**config.mk**
```make
export PLATFORM = sky130hd
export DESIGN_NAME = timer
export DESIGN_NICKNAME = d
export VERILOG_FILES = /design/src/rtl/timer.sv
export SDC_FILE = /design/constraint.sdc
export NUM_CORES = 1
export LEC_CHECK = 0
export ABC_AREA = 1
export CAP_MARGIN = 20
export CORE_ASPECT_RATIO = 1.5
export CORE_UTILIZATION = 55
export DETAILED_ROUTE_END_ITERATION = 10
export GPL_ROUTABILITY_DRIVEN = 1
export MAX_ROUTING_LAYER = met4
export PLACE_DENSITY = 0.76
export SETUP_SLACK_MARGIN = 0.1
export SYNTH_ARGS = -nofsm -noshare
export SYNTH_HDL_FRONTEND = slang
export SYNTH_SLANG_ARGS = --single-unit
```
**constraint.sdc**
```tcl
create_clock -name clk -period 2.5 [get_ports clk]
set_clock_uncertainty 0.1 [all_clocks]
set_input_delay 0.5 -clock clk [delete_from_list [all_inputs] [get_ports clk]]
set_output_delay 0.5 -clock clk [all_outputs]
set_load 0.05 [all_outputs]
```
**src/rtl/timer.sv**
```systemverilog
// timer: 16-bit prescaled down-counter on the I/O bus with a registered level interrupt.
// Define TIMER_WDOG_EN to add the sticky watchdog bit and the 16-clock wdog_reset pulse.
module timer #(
    parameter int unsigned RV  = 16,
    parameter int unsigned PSW = 8
) (
    input  logic          clk,
    input  logic          reset,
    input  logic [3:0]    io_addr,
    input  logic          io_write,
    input  logic          io_read,
    input  logic [RV-1:0] io_wdata,
    output logic [RV-1:0] io_rdata,
    output logic          interrupt
`ifdef TIMER_WDOG_EN
    ,
    output logic          wdog_reset
`endif
);

    logic [RV-1:0]  count;
    logic [RV-1:0]  reload;
    logic [PSW-1:0] prescale;
    logic [PSW-1:0] pcnt;
    logic           en;
    logic           auto_reload;
    logic           irq_en;
    logic           wdog;
    logic           expired;

    logic wr_count, wr_reload, wr_prescale, wr_ctrl, wr_status;
    logic tick, tick_eff, expire;

    // Status reads have no side effect; the strobe is accepted but unused.
    logic unused_read;
    assign unused_read = io_read;

    assign wr_count    = io_write && (io_addr == 4'd0);
    assign wr_reload   = io_write && (io_addr == 4'd1);
    assign wr_prescale = io_write && (io_addr == 4'd2);
    assign wr_ctrl     = io_write && (io_addr == 4'd3);
    assign wr_status   = io_write && (io_addr == 4'd4);

    assign tick     = en && (pcnt == prescale);
    // A COUNT write swallows a coincident tick, including its expiry.
    assign tick_eff = tick && !wr_count;
    assign expire   = tick_eff && (count == '0);

    // pcnt sits at 0 whenever en=0, so an enabling CTRL write always starts a fresh period.
    always_ff @(posedge clk or posedge reset) begin
        if (reset) begin
            pcnt <= '0;
        end else if (!en || tick) begin
            pcnt <= '0;
        end else begin
            pcnt <= pcnt + 1'b1;
        end
    end

    always_ff @(posedge clk or posedge reset) begin
        if (reset) begin
            count <= '0;
        end else if (wr_count) begin
            count <= io_wdata;
        end else if (tick_eff) begin
            if (count != '0) begin
                count <= count - 1'b1;
            end else if (auto_reload) begin
                count <= reload;
            end
        end
    end

    always_ff @(posedge clk or posedge reset) begin
        if (reset) begin
            reload   <= '0;
            prescale <= '0;
        end else begin
            if (wr_reload) begin
                reload <= io_wdata;
            end
            if (wr_prescale) begin
                prescale <= io_wdata[PSW-1:0];
            end
        end
    end

    always_ff @(posedge clk or posedge reset) begin
        if (reset) begin
            en          <= 1'b0;
            auto_reload <= 1'b0;
            irq_en      <= 1'b0;
        end else if (wr_ctrl) begin
            en          <= io_wdata[0];
            auto_reload <= io_wdata[1];
            irq_en      <= io_wdata[2];
        end else if (expire && !auto_reload) begin
            en <= 1'b0;
        end
    end

    always_ff @(posedge clk or posedge reset) begin
        if (reset) begin
            expired   <= 1'b0;
            interrupt <= 1'b0;
        end else begin
            if (expire) begin
                expired <= 1'b1;
            end else if (wr_status && io_wdata[0]) begin
                expired <= 1'b0;
            end
            interrupt <= expired & irq_en;
        end
    end

`ifdef TIMER_WDOG_EN
    logic       expire_q;
    logic [3:0] wdog_cnt;

    // Pulse starts one cycle after expired sets and runs a fixed 16 clocks; retriggers are ignored.
    always_ff @(posedge clk or posedge reset) begin
        if (reset) begin
            wdog       <= 1'b0;
            expire_q   <= 1'b0;
            wdog_cnt   <= '0;
            wdog_reset <= 1'b0;
        end else begin
            if (wr_ctrl && io_wdata[3]) begin
                wdog <= 1'b1;
            end
            expire_q <= expire && wdog;
            if (wdog_reset) begin
                wdog_cnt <= wdog_cnt + 1'b1;
                if (wdog_cnt == 4'hf) begin
                    wdog_reset <= 1'b0;
                end
            end else if (expire_q) begin
                wdog_reset <= 1'b1;
                wdog_cnt   <= '0;
            end
        end
    end
`else
    assign wdog = 1'b0;
`endif

    always_comb begin
        io_rdata = '0;
        case (io_addr)
            4'd0:    io_rdata = count;
            4'd1:    io_rdata = reload;
            4'd2:    io_rdata[PSW-1:0] = prescale;
            4'd3:    io_rdata[3:0] = {wdog, irq_en, auto_reload, en};
            4'd4:    io_rdata[0] = expired;
            default: io_rdata = '0;
        endcase
    end

endmodule

```
==> impl_metrics.ini <==
[status]
status = finished, final reports clean

[setup_path]
crit_slowest_cell = bufbuf_16
critPathCaptureType = output port
crit_chain = dlygate4sd2_1, nor2_4, nand2_1, inv_2, buf_4, nand2_1, o2111ai_1, bufbuf_16
crit_arrival_ns = 1.71
worstSetupPathType = primary input to output port
worstPathRequired_ns = 1.90
cp_slowest_stage_delay_ns = 0.31
start_kind = primary input
crit_path_frequent_cell = nand2_1
worstPathMaxFanout = 6
r2r_slack_ns = 0.36

[die]
core-area_um2 = 5570
row_count = 33
start_util = 0.582
io_pins = 41
die-area_um2 = 6220
die-width_um = 64.7
die_h_um = 96.1

[final_layout]
layout-drive-gt1-share = 0.122
antenna_cells = 0
final_net_count = 560
design_area_um2 = 4140
layout_commonest_cell = nand2_1
post-route-util = 0.742
syn_to_final_growth_pct = 27.5
fin_cells = 604
layout_common_cells = nand2_1 (162), nor2_1 (62), dfrtp_1 (53), inv_1 (49), o21ai_0 (32)

[pwr]
combPwrFrac = 0.442
p_int_mw = 1.87
p_seq_frac = 0.398
max-vdd-ir-drop_mv = 0.457
p_total_mw = 3.36
cellPowerDensity_nw_per_um2 = 812
p_sw_mw = 1.49
clockPowerShare = 0.160
swShare = 0.442
p_leak_nw = 2.06

[global_routing]
antenna_found_initial = 0
grt_max_degree = 22
grt_pass1_vias = 3274
grt_overflow = 0
grtUsageTotal = 0.327
grt_pass1_wl_um = 14800

[sta]
slew_violations = 0
rsz0062_at_grt = no
slew_headroom = 0.606
whs_ns = 0.402
timing.final.crit_share = 0.924
finalCriticalPeriod_ns = 2.31
fmax_mhz = 433
setup_viol = 0
final.setup.tns_ns = 0
hold_viol = 0
layout_setup_ws_ns = 0.189
tightest_slew_ns = 0.589

[clocking]
cts_max_level = 2
cts_hold_buffers = 0
insertion_delay_ns = 0.31
clk_pin_slew_ns = 0.09
root_buffer = clkbuf_8
clock_path_buffers = 2
cts_buffers = 5
cts_sinks = 53
cts_tree = built

[place]
gp_congestion = 0.988
place_area_um2 = 4010
dp_hpwl_um = 7030
placed_cells = 595
io_buffer_count = 39
place_ws_ns = -0.0714

[synth]
synth_cell_type_count = 31
syn_area_um2 = 3240
synth-seq-cells = 53
ys_warn_count = 0
synthesis.instances = 475
synth_nets = 502
ys_seq_area_frac = 0.409
syn_area_per_cell_um2 = 6.83

[detailed_routing]
drt_iter0_markers = 278
dr.pass1.iters = 5
wl_per_cell_um = 15.0
drc = 0
num_vias = 3334
ant_nets = 0
via_per_inst = 5.52
routed_wl_um = 9080

[run]
cap_violations = 0

[min_path]
hp-class = flop to flop
-- power by group through the flow --
stage | sequential [mW] | combinational, mW | clock, mW
after floorplan | 1.26 | 1.06 | 0
after global placement | 1.34 | 1.41 | 0
after detailed placement | 1.34 | 1.45 | 0
after CTS | 1.32 | 1.47 | 0.540
after global routing | 1.36 | 1.68 | 0.568
final | 1.33 | 1.48 | 0.539
-- final cells by class --
class / instances / area (um^2)
clock buffers: 7 / 96.3
clock inverters: 1 / 5.00
fillers: 439 / 1440
inverters: 53 / 199
multi-input cells: 357 / 1670
flip-flops and latches: 53 / 1330
well taps: 70 / 87.6
repair buffers: 63 / 754
-- cells by family (layout without fill, tap and decap cells) --
kind of cell,count (synthesis),after routing,synth area share
AND/OR/NAND/NOR,280,280,0.359
flip-flops,53,53,0.409
buffers and inverters,65,124,0.0806
XOR/XNOR,10,10,0.0270
AO/OA/AOI/OAI,64,64,0.113
adder cells (fa/ha/maj),3,3,0.0116
-- sequential cells by signal (all words and copies together), names as in the netlist --
name	count
auto_reload	1
count	16
en	1
expired	1
interrupt	1
irq_en	1
pcnt	8
prescale	8
reload	16
-- critical path: cells and delay by family --
kind | cells | cell delay [ns]
buffers and inverters | 4 | 0.78
and+or+nand+nor | 3 | 0.32
AOI/OAI and AO/OA | 1 | 0.11
-- path summary, 6_finish.rpt --
path,startpoint,to,cells after the start
worst min-delay path,irq_en,interrupt,2
min in group asynchronous,reset,reload[13],2
worst min register to register,irq_en,interrupt,2
max in group asynchronous,reset,count[9],3
worst max-delay path,io_addr[2],io_rdata[2],8
worst max register to register,count[1],count[7],10
-- cells in the mapped netlist (all sizes together) --
cell type	count	area [um^2]
a21oi	9	48.8
ha	3	37.5
inv	53	199
o211ai	3	22.5
xor2	4	35.0
a22o	2	17.5
nand3	32	165
buf	6	40.0
nand4	7	43.8
o21ai	37	185
a31o	1	8.76
o221ai	2	17.5
nor3b	2	15.0
and3	1	6.26
xnor2	6	52.6
nor3	4	20.0
o22ai	8	50.1
nand2	165	632
nor2	69	282
dfrtp	53	1330
clkbuf	6	22.5
o2111ai	2	17.5
-- metal layers --
layer	part of all wire	routed length (um)	global-route usage
met5	0	0	-
met4	0.033	298	0.185
met3	0.039	351	0.0438
met2	0.54	4890	0.582
met1	0.39	3550	0.343
-- timing repair --
action,CTS,global route
gates resized for setup,10,2
setup buffers,1,0
pin swaps,1,1
endpoints found under the setup margin,16,1
No activity file was read; power rests on OpenSTA's default activity.
